$ cat src/rtl/ps2_multi_joypad.sv
// rtl/ps2_multi_joypad.sv - PS/2 keyboard to multi-joypad mapper with keyboard init sequencer
// Runs the FF/ED/LED init handshake with ack timeout and retry, then decodes scancodes through a writable keymap.
module ps2_multi_joypad #(
  parameter int         NUM_PADS    = 2,
  parameter logic [7:0] LED_INIT    = 8'h00,
  parameter int         TIMEOUT_CYC = 5_000_000,
  parameter int         MAX_RETRY   = 3
) (
  input  logic                   i_clk,
  input  logic                   i_rst,
  input  logic                   i_scan_val,
  input  logic [7:0]             i_scancode,
  input  logic                   i_ready,
  output logic                   o_cmd_val,
  output logic [7:0]             o_cmd,
  input  logic                   i_map_we,
  input  logic [5:0]             i_map_addr,
  input  logic [8:0]             i_map_data,
  output logic [NUM_PADS*10-1:0] o_jp_vector,
  output logic                   o_initdone,
  output logic                   o_init_err,
  output logic                   o_any_key
);

  localparam int NUM_KEYS = NUM_PADS * 10;
  localparam int TW       = (TIMEOUT_CYC > 1) ? $clog2(TIMEOUT_CYC) : 1;
  localparam int RW       = $clog2(MAX_RETRY + 1);

  localparam logic [TW-1:0] TIMER_LAST = TW'(TIMEOUT_CYC - 1);
  localparam logic [RW-1:0] RETRY_LAST = RW'(MAX_RETRY - 1);

  localparam logic [7:0] CMD_RESET   = 8'hFF;
  localparam logic [7:0] CMD_SET_LED = 8'hED;
  localparam logic [7:0] BYTE_ACK    = 8'hFA;
  localparam logic [7:0] BYTE_RESEND = 8'hFE;
  localparam logic [7:0] BYTE_BAT    = 8'hAA;

  typedef enum logic [2:0] {
    ST_WAIT_RDY,
    ST_SEND,
    ST_WAIT_ACK,
    ST_WAIT_BAT,
    ST_DONE,
    ST_ERR
  } state_t;

  // Which command the next ST_SEND issues; reset lands on the FF step.
  typedef enum logic [1:0] {
    STG_FF,
    STG_ED,
    STG_LED
  } stage_t;

  state_t        state, state_n;
  stage_t        stage, stage_n;
  logic [TW-1:0] timer, timer_n;
  logic [RW-1:0] retry, retry_n;
  logic          initdone_n;
  logic          hot_plug;
  logic          decode_en;

  logic                ext;
  logic                rel;
  logic [2:0]          skip;
  logic [NUM_KEYS-1:0] hit;

  function automatic logic [8:0] default_entry(input int k);
    case (k)
      0:       return 9'h01D;
      1:       return 9'h01B;
      2:       return 9'h01C;
      3:       return 9'h023;
      4:       return 9'h03B;
      5:       return 9'h042;
      6:       return 9'h03C;
      7:       return 9'h043;
      8:       return 9'h02A;
      9:       return 9'h032;
      10:      return 9'h175;
      11:      return 9'h172;
      12:      return 9'h16B;
      13:      return 9'h174;
      14:      return 9'h069;
      15:      return 9'h072;
      16:      return 9'h06B;
      17:      return 9'h073;
      18:      return 9'h070;
      19:      return 9'h071;
      default: return 9'h000;
    endcase
  endfunction

  // Entry p*10+b holds button b of pad p; button 0 (up) lands on the pad's top bit.
  for (genvar p = 0; p < NUM_PADS; p++) begin : g_pad
    for (genvar b = 0; b < 10; b++) begin : g_btn
      logic [8:0] entry;

      always_ff @(posedge i_clk or posedge i_rst) begin
        if (i_rst) begin
          entry <= default_entry(p * 10 + b);
        end else if (i_map_we && i_map_addr == 6'(p * 10 + b)) begin
          entry <= i_map_data;
        end
      end

      assign hit[p*10+9-b] = (entry[7:0] != 8'h00) && (entry[7:0] == i_scancode) && (entry[8] == ext);
    end
  end

  always_ff @(posedge i_clk or posedge i_rst) begin
    if (i_rst) begin
      state      <= ST_WAIT_RDY;
      stage      <= STG_FF;
      timer      <= '0;
      retry      <= '0;
      o_initdone <= 1'b0;
    end else begin
      state      <= state_n;
      stage      <= stage_n;
      timer      <= timer_n;
      retry      <= retry_n;
      o_initdone <= initdone_n;
    end
  end

  always_comb begin
    state_n    = state;
    stage_n    = stage;
    timer_n    = '0;
    retry_n    = retry;
    initdone_n = o_initdone;
    hot_plug   = 1'b0;
    o_cmd_val  = 1'b0;
    o_cmd      = 8'hFF;
    case (state)
      ST_WAIT_RDY: begin
        if (i_ready) state_n = ST_SEND;
      end
      ST_SEND: begin
        o_cmd_val = 1'b1;
        case (stage)
          STG_FF:  o_cmd = CMD_RESET;
          STG_ED:  o_cmd = CMD_SET_LED;
          default: o_cmd = LED_INIT;
        endcase
        state_n = ST_WAIT_ACK;
      end
      ST_WAIT_ACK, ST_WAIT_BAT: begin
        timer_n = timer + 1'b1;
        if (state == ST_WAIT_ACK && i_scan_val && i_scancode == BYTE_ACK) begin
          timer_n = '0;
          case (stage)
            STG_FF: state_n = ST_WAIT_BAT;
            STG_ED: begin
              stage_n = STG_LED;
              state_n = ST_WAIT_RDY;
            end
            default: begin
              state_n    = ST_DONE;
              initdone_n = 1'b1;
            end
          endcase
        end else if (state == ST_WAIT_ACK && i_scan_val && i_scancode == BYTE_RESEND) begin
          timer_n = '0;
          state_n = ST_WAIT_RDY;
        end else if (state == ST_WAIT_BAT && i_scan_val && i_scancode == BYTE_BAT) begin
          timer_n = '0;
          stage_n = STG_ED;
          state_n = ST_WAIT_RDY;
        end else if (timer == TIMER_LAST) begin
          // A timeout restarts the whole sequence from FF, not just the stalled byte.
          timer_n = '0;
          retry_n = retry + 1'b1;
          if (retry == RETRY_LAST) begin
            state_n = ST_ERR;
          end else begin
            stage_n = STG_FF;
            state_n = ST_WAIT_RDY;
          end
        end
      end
      ST_DONE, ST_ERR: begin
        if (i_scan_val && i_scancode == BYTE_BAT) begin
          hot_plug = 1'b1;
          retry_n  = '0;
          stage_n  = STG_ED;
          state_n  = ST_WAIT_RDY;
        end
      end
      default: state_n = ST_WAIT_RDY;
    endcase
  end

  assign o_init_err = (state == ST_ERR);
  assign decode_en  = i_scan_val && (state == ST_DONE || state == ST_ERR) && !hot_plug;
  assign o_any_key  = |o_jp_vector;

  always_ff @(posedge i_clk or posedge i_rst) begin
    if (i_rst) begin
      o_jp_vector <= '0;
      ext         <= 1'b0;
      rel         <= 1'b0;
      skip        <= '0;
    end else if (hot_plug) begin
      o_jp_vector <= '0;
      ext         <= 1'b0;
      rel         <= 1'b0;
      skip        <= '0;
    end else if (decode_en) begin
      if (skip != 3'd0) begin
        skip <= skip - 1'b1;
      end else begin
        case (i_scancode)
          8'hE0: ext  <= 1'b1;
          8'hF0: rel  <= 1'b1;
          8'hE1: skip <= 3'd7;
          8'hFA, 8'hFE, 8'hEE, 8'h00, 8'hFF: begin
          end
          default: begin
            o_jp_vector <= rel ? (o_jp_vector & ~hit) : (o_jp_vector | hit);
            ext         <= 1'b0;
            rel         <= 1'b0;
          end
        endcase
      end
    end
  end

endmodule

$ cat config.mk
export PLATFORM = sky130hd
export DESIGN_NAME = ps2_multi_joypad
export DESIGN_NICKNAME = d
export VERILOG_FILES = /design/src/rtl/ps2_multi_joypad.sv
export SDC_FILE = /design/constraint.sdc
export NUM_CORES = 1
export LEC_CHECK = 0
export CORE_MARGIN = 1.5
export CORE_UTILIZATION = 39
export DETAILED_ROUTE_END_ITERATION = 7
export DONT_BUFFER_PORTS = 1
export HOLD_SLACK_MARGIN = 0.06
export PLACE_DENSITY = 0.57
export SETUP_SLACK_MARGIN = 0.05
export SLEW_MARGIN = 20
export SYNTH_ARGS = -nofsm -noshare
export SYNTH_HDL_FRONTEND = slang
export SYNTH_SLANG_ARGS = --single-unit
export TNS_END_PERCENT = 100
$ cat constraint.sdc
create_clock -name i_clk -period 10.9 [get_ports i_clk]
set_input_delay 2.18 -clock i_clk [delete_from_list [all_inputs] [get_ports i_clk]]
set_output_delay 2.18 -clock i_clk [all_outputs]
set_load 0.01 [all_outputs]
==> flow_metrics.py, run 1 <==
metrics = {
    "clock_tree": {
        "htree_levels": 1,
        "cts_setup_buffers": 0,
        "cts_root_buffer": "clkbuf_16",
        "numCtsBuffers": 26,
        "clkTransAtPathRegs_ns": 0.06,
        "cts.sinks": 236,
        "cts_tree": "built",
        "post_cts_resized": 0,
        "postCtsHoldBufs": 0,
        "clk_latency_ns": 0.54,
        "cts_max_path_buffers": 3,
    },
    "worst_setup_path": {
        "critPathSlowestCell": "dfrtp_1",
        "reg2reg_depth": 6,
        "rr_endpoint": "o_jp_vector[13]$_DFFE_PP0P_",
        "worst_ep_arrival_time_ns": 1.79,
        "cp_cell_sequence": "nor4_1, nand3_1",
        "cp-start-kind": "flip-flop",
        "critPathBufInv": 0,
        "reg2reg_slack_ns": 8.25,
        "r2r_start": "state[1]$_DFFE_PP0P_",
        "crit_path_end_kind": "output pin",
        "worstSetupPathType": "flip-flop to output pin",
        "slowest_delay_ns": 0.48,
        "cp.required_ns": 8.72,
        "cpLargestDelayFamily": "simple AND/OR/NAND/NOR gates",
        "cp_max_fo": 4,
    },
    "yosys": {
        "yosysTopAreaCell": "dfrtp_1",
        "synth.distinct_cells": 59,
        "synth-seq-cells": 236,
        "yosysTopAreaCellShare_pct": 31.1,
        "synth-async-reset-ratio_pct": 100,
        "synthTopCellsByArea": "dfrtp_1 31%, dfstp_2 17%, mux2_2 16%",
        "ys.flop_type": "dfrtp_1",
        "synth-simple-area-share_pct": 12.1,
        "ys_seq_area_share_pct": 48.2,
        "synthCells": 1084,
        "syn_area_um2": 12500,
        "synth_fp_nets": 1118,
        "yosys.area_share.adder_pct": 0.602,
        "synth_mux_area_share_pct": 16.9,
        "synth_edf_count": 0,
        "postSynthAreaPerCell_um2": 11.5,
        "synth-compound-area-share_pct": 4.84,
        "synth_top_family_by_area": "multiplexers",
        "yosys.area_share.xor_xnor_pct": 14.2,
        "yosys_warnings": 0,
    },
    "floorplanning": {
        "io_pins": 60,
        "fp.dieArea_um2": 33100,
        "initial_core_util_pct": 39.6,
        "die_x_um": 182,
        "core.rowCount": 65,
        "core_area_um2": 31500,
        "fp.dieH_um": 182,
    },
    "sta": {
        "holdWs_ns": 0.481,
        "clock_skew_ns": 0.0209,
        "setup_tns_ns": 0,
        "slew_viol_final": 0,
        "hold_viol": 0,
        "layout_min_cycle_time_ns": 3.97,
        "worst_slew_pin_slew_ns": 1.15,
        "max_freq_mhz": 252,
        "finalSetupViolations": 0,
        "fin_crit_sh_pct": 36.4,
        "max-slew-margin-rel_pct": 22.3,
        "rsz0062_at_grt": "no",
    },
    "global_routing": {
        "antenna_found_initial": 0,
        "gr-usage-all-layers_pct": 19.6,
        "grt_max_degree": 104,
        "grt_pass1_wl_um": 50100,
        "grt_pass1_vias": 8353,
        "grt_overflow": 0,
    },
    "job": {
        "drv_cap": 0,
    },
    "layout": {
        "antenna_cells": 0,
        "syn_to_final_growth_pct": 9.39,
        "drive_above_1_share_pct": 30.2,
        "final_cells": 1466,
        "nets": 1078,
    },
    "hold_path": {
        "hold_end": "skip[0]$_DFFE_PP0P_",
        "min_from": "skip[0]$_DFFE_PP0P_",
        "worstHoldPathType": "flip-flop to flip-flop",
        "holdPathStages": 2,
    },
    "drt": {
        "drt-initial-drc-count": 565,
        "ant_nets": 0,
        "drt_wl_total_um": 31800,
        "wire_per_inst_um": 21.7,
        "via_count": 8202,
        "vias_per_cell": 5.59,
        "dr.pass1.iters": 5,
        "drc": 0,
    },
    "pwr": {
        "p_per_area_nw_per_um2": 182,
        "vdd_drop_max_mv": 0.106,
        "total_power_uw": 2490,
        "p_leak_uw": 0.00603,
    },
    "place": {
        "dp_cells": 1418,
        "io_buffer_count": 0,
        "dp_hpwl_um": 19600,
        "place.gp.congestion": 0.797,
    },
    "outcome": {
        "run_status": "finished, final reports clean",
    },
}
## metal layers
layer,track usage [%],part of all wire (%),wire length (um),vias up
met2,31.0,45,14200,155
met4,4.90,2.3,731,0
li1,-,-,-,3790
met1,27.3,47,15000,4209
met5,0,0,0,-
met3,4.27,5.8,1850,48
## metrics by stage
stage | setup slack [ns] | utilization [%] | area (um2)
after floorplan | 2.38 | - | 12500
after global placement | 6.49 | 40.3 | 12700
after detailed placement | 6.47 | 40.3 | 12700
after CTS | 6.92 | 43.3 | 13600
after global routing | 6.73 | 43.3 | 13600
final | 6.93 | 43.3 | 13600
## Yosys cell counts (all sizes together) (3+ instances only)
master  count
ha          6
a211oi     32
o22ai      13
o211ai     10
and4        3
nand3      44
nand4       8
mux2      186
clkbuf     43
o21ai      13
or3         5
nor3       32
a21oi       3
xor2      184
dfstp      81
dfrtp     155
nand2      32
xnor2      18
and3       10
nor4       71
inv        25
buf        28
nand4b      3
nor2       45
## cells by family (layout without fill, tap and decap cells)
family	after synthesis	in the layout
simple gates	272	272
flops	236	236
xor+xnor	202	202
fa+ha+maj	6	6
compound gates	85	85
buf+inv	96	76
mux	187	187
## placed cells by master, fill, tap and decap left out, types with 24 or more instances in the layout
cell type	instances
xor2_1	184
mux2_2	179
dfrtp_1	155
dfstp_2	81
nor4_1	69
nor2_1	45
nand3_1	44
nand2_1	32
nor3_1	32
a211oi_1	31
clkbuf_16	27
inv_1	24
## worst reg2reg max path, cell delays in order, from the launching register on
cell and delay, ns:
dfrtp_1 0.44, inv_1 0.14, ha_1 0.38, nand2_1 0.16, a211o_1 0.54, or4_4 0.67
o211ai_1 0.23
## registers in the layout, summed over array words and instances, names as in the netlist
| name | flops |
|---|---|
| timer | 23 |
| o_initdone | 1 |
| rel | 1 |
| o_jp_vector | 20 |
| retry | 2 |
| stage | 2 |
| skip | 3 |
| ext | 1 |
| state | 3 |
| g_pad.g_btn.entry | 180 |
## cell type report
cell class | instances | area, um2
repair buffers | 3 | 22.5
well taps | 402 | 503
clock buffers | 40 | 825
flip-flops and latches | 236 | 6010
fillers | 2959 | 17800
multi-input cells | 752 | 6060
inverters | 25 | 101
clock inverters | 8 | 118
## power breakdown
group	internal, uW	leakage (uW)	switching (uW)	total, uW
Sequential	1020	0.00282	107	1120
Clock	589	0.000466	359	948
Combinational	213	0.00274	205	417
## how the worst max path moves through the flow
stage | endpoint | cells past startpoint | slack, ns | from
2_1_floorplan | ext$_DFFE_PP0P_ | 1 | 2.38 | i_rst
3_3_place_gp | g_pad[0].g_btn[4].entry[2]$_DFFE_PP0P_ | 3 | 6.49 | i_rst
3_5_place_dp | g_pad[0].g_btn[4].entry[8]$_DFFE_PP0P_ | 3 | 6.47 | i_rst
4_1_cts | o_cmd[2] | 3 | 6.92 | state[1]$_DFFE_PP0P_
5_1_grt | g_pad[0].g_btn[4].entry[2]$_DFFE_PP0P_ | 3 | 6.73 | i_rst
6_report | o_any_key | 2 | 6.93 | o_jp_vector[17]$_DFFE_PP0P_
No activity file was read; power rests on OpenSTA's default activity.
==> run 2, diff against run 1 <==
- PLACE_DENSITY: 0.57 -> 0.59
- clock period: 10.9 -> 3.3 ns (I/O delays scaled with it)
==> run 2 against run 1 <==
Effect of this change: worst setup slack got worse by 6.2 ns; sequential power increased to 3.3 times the previous value; non-clock buffer count increased by 7; power increased to 3.2 times the previous value; design area decreased by 0.36%; register-to-register slack got worse by 7.5 ns; utilization decreased by 0.15 points; flip-flop and latch count unchanged; clock skew decreased by 0.0070 ns; critical endpoint is now o_jp_vector[8]$_DFFE_PP0P_.
==> flow_metrics.py, run 2 (synthesized netlist as in run 1, its figures left out) <==
metrics = {
    "worst_setup_path": {
        "critPathSlowestCell": "or4_4",
        "cp_cell_sequence": "inv_1, ha_1, nand2_1, a211o_1, or4_4, o211ai_1",
        "worst_ep_arrival_time_ns": 3.01,
        "cpLargestDelayFamily": "simple AND/OR/NAND/NOR gates",
        "cp_max_fo": 22,
        "critPathBufInv": 1,
        "cp.required_ns": 3.76,
        "crit_path_end_kind": "flip-flop",
        "slowest_delay_ns": 0.66,
        "worstSetupPathType": "flip-flop to flip-flop",
        "cp-start-kind": "flip-flop",
    },
    "layout": {
        "largestRegisters": "g_pad.g_btn.entry: 180 flops, timer: 23 flops, o_jp_vector: 20 flops",
        "layout_common_cells": "184 x xor2_1, 179 x mux2_2, 155 x dfrtp_1",
        "largest_reg_flops": 180,
        "final_cells": 1475,
        "nets": 1086,
        "top_register": "g_pad.g_btn.entry",
        "syn_to_final_growth_pct": 9.00,
        "antenna_cells": 0,
        "layout_commonest_cell": "xor2_1",
        "drive_above_1_share_pct": 29.9,
        "finish.utilization_pct": 43.2,
    },
    "clock_tree": {
        "postCtsHoldBufs": 0,
        "cts_tree": "built",
        "htree_levels": 1,
        "post_cts_resized": 0,
        "clk_latency_ns": 0.54,
        "numCtsBuffers": 27,
        "cts_root_buffer": "clkbuf_16",
        "cts.sinks": 236,
        "clkTransAtPathRegs_ns": 0.06,
        "cts_setup_buffers": 0,
        "cts_max_path_buffers": 3,
    },
    "floorplanning": {
        "core_area_um2": 31500,
        "initial_core_util_pct": 39.6,
        "die_x_um": 182,
        "io_pins": 60,
        "fp.dieArea_um2": 33100,
        "core.rowCount": 65,
        "fp.dieH_um": 182,
    },
    "global_routing": {
        "gr-usage-all-layers_pct": 19.2,
        "grt_overflow": 0,
        "grt_pass1_vias": 8235,
        "grt_pass1_wl_um": 49000,
        "grt_max_degree": 115,
        "antenna_found_initial": 0,
    },
    "place": {
        "dp_cells": 1425,
        "io_buffer_count": 0,
        "place.gp.congestion": 0.837,
        "dp_hpwl_um": 19500,
    },
    "drt": {
        "drt_wl_total_um": 31600,
        "ant_nets": 0,
        "via_count": 8216,
        "vias_per_cell": 5.57,
        "dr.pass1.iters": 5,
        "wire_per_inst_um": 21.4,
        "drt-initial-drc-count": 525,
        "drc": 0,
    },
    "sta": {
        "slew_viol_final": 0,
        "max-slew-margin-rel_pct": 38.2,
        "layout_min_cycle_time_ns": 2.55,
        "holdWs_ns": 0.177,
        "clock_skew_ns": 0.0139,
        "rsz0062_at_grt": "no",
        "worst_slew_pin_slew_ns": 0.926,
        "setup_tns_ns": 0,
        "finalSetupViolations": 0,
        "hold_viol": 0,
        "fin_crit_sh_pct": 77.4,
        "max_freq_mhz": 392,
    },
    "pwr": {
        "p_leak_uw": 0.00601,
        "vdd_drop_max_mv": 0.368,
        "p_per_area_nw_per_um2": 585,
    },
    "job": {
        "drv_cap": 0,
    },
    "outcome": {
        "run_status": "finished, final reports clean",
    },
    "hold_path": {
        "worstHoldPathType": "input port to async pin",
    },
}
run 2: cell types whose count changed in the layout (fill, tap and decap cells not counted), moves of 3 or more:
| cell | change |
|---|---|
| clkbuf_8 | -3 |
| bufinv_16 | -3 |
| buf_4 | +6 |
| clkbuf_1 | +9 |
run 2: routing by layer:
layer	up-vias	track usage, %	share of wire [%]
met5	-	0	0
met4	0	5.20	2.2
met3	51	3.19	4.5
met2	160	30.1	45
met1	4196	27.5	49
li1	3809	-	-
run 2: final cells by class:
type | instances | area (um2)
Inverter | 25 | 97.6
Fill cell | 2976 | 17900
Multi-Input combinational cell | 752 | 6050
Timing Repair Buffer | 10 | 87.6
Sequential cell | 236 | 6010
Clock buffer | 46 | 817
Clock inverter | 4 | 23.8
Tap cell | 402 | 503
run 2: path summary, 6_finish.rpt:
check	start	end	slack, ns	depth (start not counted)
setup / recovery	state[1]$_DFFE_PP0P_	o_jp_vector[8]$_DFFE_PP0P_	0.75	6
hold / removal	i_rst	timer[1]$_DFF_PP0_	0.18	2
setup reg to reg	state[1]$_DFFE_PP0P_	o_jp_vector[8]$_DFFE_PP0P_	0.75	6
hold reg to reg	skip[1]$_DFFE_PP0P_	skip[1]$_DFFE_PP0P_	0.48	2
max in group asynchronous	i_rst	g_pad[0].g_btn[8].entry[4]$_DFFE_PP0P_	2.39	2
min in group i_clk	i_map_data[8]	g_pad[0].g_btn[8].entry[8]$_DFFE_PP0P_	0.27	1
run 2: metrics by stage:
step	area, um2	power [uW]	setup WS (ns)
2_1_floorplan	12500	4900	-0.386
6_report	13600	7950	0.747
5_1_grt	13600	8350	0.560
3_3_place_gp	12700	5120	0.742
4_1_cts	13600	8040	0.756
3_5_place_dp	12700	5160	0.727
run 2: report_power, final:
part | total, uW | switching (uW) | internal [uW]
combinational | 1410 | 697 | 711
sequential | 3690 | 334 | 3350
clock | 2850 | 1180 | 1670
total | 7950 | 2210 | 5740
==> run 3, diff against run 2 <==
- PLACE_DENSITY: 0.59 -> 0.57
- clock period: 3.3 -> 2.6 ns (I/O delays scaled with it)
==> run 3 against run 2 <==
Effect of this change: flip-flop and latch count did not move; clock-buffer cell count down 8; combinational power grew 28%; global-route usage is essentially flat; routed wire length down 0.39%; worst hold slack lost 0.049 ns; utilization up 0.62 points; clock skew decreased by 0.0020 ns; sequential power rose by 27%; die area unchanged; largest cell class unchanged; largest power group unchanged.
==> flow_metrics.py, run 3 (synthesized netlist as in run 1, its figures left out) <==
metrics = {
    "drt": {
        "ant_nets": 0,
        "wire_per_inst_um": 21.1,
        "via_count": 8300,
        "drc": 0,
        "drt-initial-drc-count": 459,
        "vias_per_cell": 5.57,
        "drt_wl_total_um": 31500,
        "dr.pass1.iters": 5,
    },
    "floorplanning": {
        "core.rowCount": 65,
        "fp.dieH_um": 182,
        "initial_core_util_pct": 39.6,
        "io_pins": 60,
        "die_x_um": 182,
        "fp.dieArea_um2": 33100,
        "core_area_um2": 31500,
    },
    "worst_setup_path": {
        "worst_ep_arrival_time_ns": 1.83,
        "cp-start-kind": "flip-flop",
        "reg2reg_depth": 6,
        "reg2reg_slack_ns": 0.38,
        "r2r_start": "state[1]$_DFFE_PP0P_",
        "cp_max_fo": 4,
        "crit_start": "o_jp_vector[6]$_DFFE_PP0P_",
        "cp_cell_sequence": "nor4_1, and3_1, nand3_1",
        "slowest_delay_ns": 0.47,
        "worstSetupPathType": "flip-flop to output pin",
        "cp.required_ns": 2.08,
        "worstSetupPathDepth": 3,
        "rr_endpoint": "o_jp_vector[13]$_DFFE_PP0P_",
        "crit_end": "o_any_key",
        "cpLargestDelayFamily": "simple AND/OR/NAND/NOR gates",
        "critPathBufInv": 0,
        "crit_path_end_kind": "output pin",
        "critPathSlowestCell": "dfrtp_1",
    },
    "layout": {
        "fillers": 2973,
        "regArea_um2": 6010,
        "largest_reg_flops": 180,
        "layout_commonest_cell": "xor2_1",
        "antenna_cells": 0,
        "layout_common_cells": "184 x xor2_1, 179 x mux2_2, 155 x dfrtp_1",
        "stdcell_area_um2": 13800,
        "nets": 1100,
        "syn_to_final_growth_pct": 10.6,
        "top_register": "g_pad.g_btn.entry",
        "multiInputGateArea_um2": 6050,
        "largestRegisters": "g_pad.g_btn.entry: 180 flops, timer: 23 flops, o_jp_vector: 20 flops",
        "drive_above_1_share_pct": 31.6,
        "finish.utilization_pct": 43.8,
    },
    "clock_tree": {
        "cts.sinks": 236,
        "cts_root_buffer": "clkbuf_16",
        "clkTransAtPathRegs_ns": 0.06,
        "cts_max_path_buffers": 3,
        "post_cts_resized": 0,
        "htree_levels": 1,
        "cts_setup_buffers": 0,
        "numCtsBuffers": 28,
        "clk_latency_ns": 0.54,
        "cts_tree": "built",
    },
    "global_routing": {
        "grt_pass1_wl_um": 49100,
        "grt_max_degree": 101,
        "gr-usage-all-layers_pct": 19.2,
        "antenna_found_initial": 0,
        "grt_pass1_vias": 8250,
        "grt_overflow": 0,
    },
    "pwr": {
        "p_per_area_nw_per_um2": 750,
        "vdd_drop_max_mv": 0.446,
        "power_frac_seq_pct": 45.1,
        "switching_power_uw": 2870,
        "clkPwrFrac_pct": 37.3,
        "swShare_pct": 27.7,
        "intPower_uw": 7470,
        "p_leak_uw": 0.00612,
        "combPwrFrac_pct": 17.5,
    },
    "sta": {
        "rsz0062_at_grt": "no",
        "finalSetupViolations": 0,
        "clock_skew_ns": 0.0119,
        "max-slew-margin-rel_pct": 51.1,
        "fin_crit_sh_pct": 90.5,
        "slew_viol_final": 0,
        "max_freq_mhz": 425,
        "worst_slew_pin_slew_ns": 0.731,
        "layout_min_cycle_time_ns": 2.35,
        "hold_viol": 0,
    },
    "hold_path": {
        "holdPathStages": 1,
        "worstHoldPathType": "input port to flip-flop",
    },
    "place": {
        "place.gp.congestion": 0.778,
        "placed_area_um2": 12900,
        "io_buffer_count": 0,
        "dp_hpwl_um": 19800,
    },
    "job": {
        "drv_cap": 0,
    },
    "outcome": {
        "run_status": "finished, final reports clean",
    },
}
run 3: cell count changes in the layout (fill, tap and decap cells not counted), sizes merged:
cell / change
clkinv: +10
clkbuf: -8
inv: -1
bufinv: +1
dlygate4sd3: +1
buf: +12
run 3: worst min path at each step:
stage	startpoint	to	slack, ns
finish	i_map_data[3]	g_pad[1].g_btn[4].entry[3]$_DFFE_PP1P_	0.13
global route	i_map_data[4]	g_pad[1].g_btn[4].entry[4]$_DFFE_PP0P_	0.11
CTS	i_map_data[1]	g_pad[0].g_btn[7].entry[1]$_DFFE_PP1P_	0.11
detailed placement	skip[0]$_DFFE_PP0P_	skip[0]$_DFFE_PP0P_	0.47
global placement	skip[0]$_DFFE_PP0P_	skip[0]$_DFFE_PP0P_	0.46
floorplan	skip[0]$_DFFE_PP0P_	skip[0]$_DFFE_PP0P_	0.45
run 3: layout make-up:
class | instances | area share [%]
clock inverter | 14 | 0.744
clock buffer | 38 | 5.95
tap | 402 | 3.65
multi-input combinational | 752 | 43.9
inverter | 25 | 0.708
timing repair buffer | 23 | 1.45
sequential | 236 | 43.6
run 3: through the flow:
stage / hold WS, ns / setup TNS (ns) / power (uW) / instances / setup WS (ns)
3_5_place_dp: 0.466 / 0 / 6560 / 1437 / 0.415
6_report: 0.127 / 0 / 10300 / 1490 / 0.246
2_1_floorplan: 0.449 / -159.41 / 6220 / 1084 / -0.946
3_3_place_gp: 0.461 / 0 / 6520 / 1437 / 0.462
4_1_cts: 0.106 / 0 / 10500 / 1490 / 0.252
5_1_grt: 0.110 / 0 / 10900 / 1490 / 0.150
run 3: power by group through the flow:
stage | clock network (uW) | registers, uW | logic [uW]
CTS | 3950 | 4670 | 1840
floorplan | 0 | 4620 | 1610
global route | 4100 | 4740 | 2030
finish | 3860 | 4670 | 1810
detailed placement | 0 | 4730 | 1830
global placement | 0 | 4720 | 1810
run 3: what timing repair did:
| item | 4_1_cts | 5_1_grt |
|---|---|---|
| endpoints found under the hold margin | 47 | 0 |
| setup endpoints to repair | 0 | 0 |
| hold buffers | 1 | 0 |
run 3: layer usage:
layer / GRT usage, % / part of all wire [%]
met1: 26.8 / 47
met4: 5.20 / 2.3
met3: 3.91 / 5.9
met2: 30.3 / 45
met5: 0 / 0
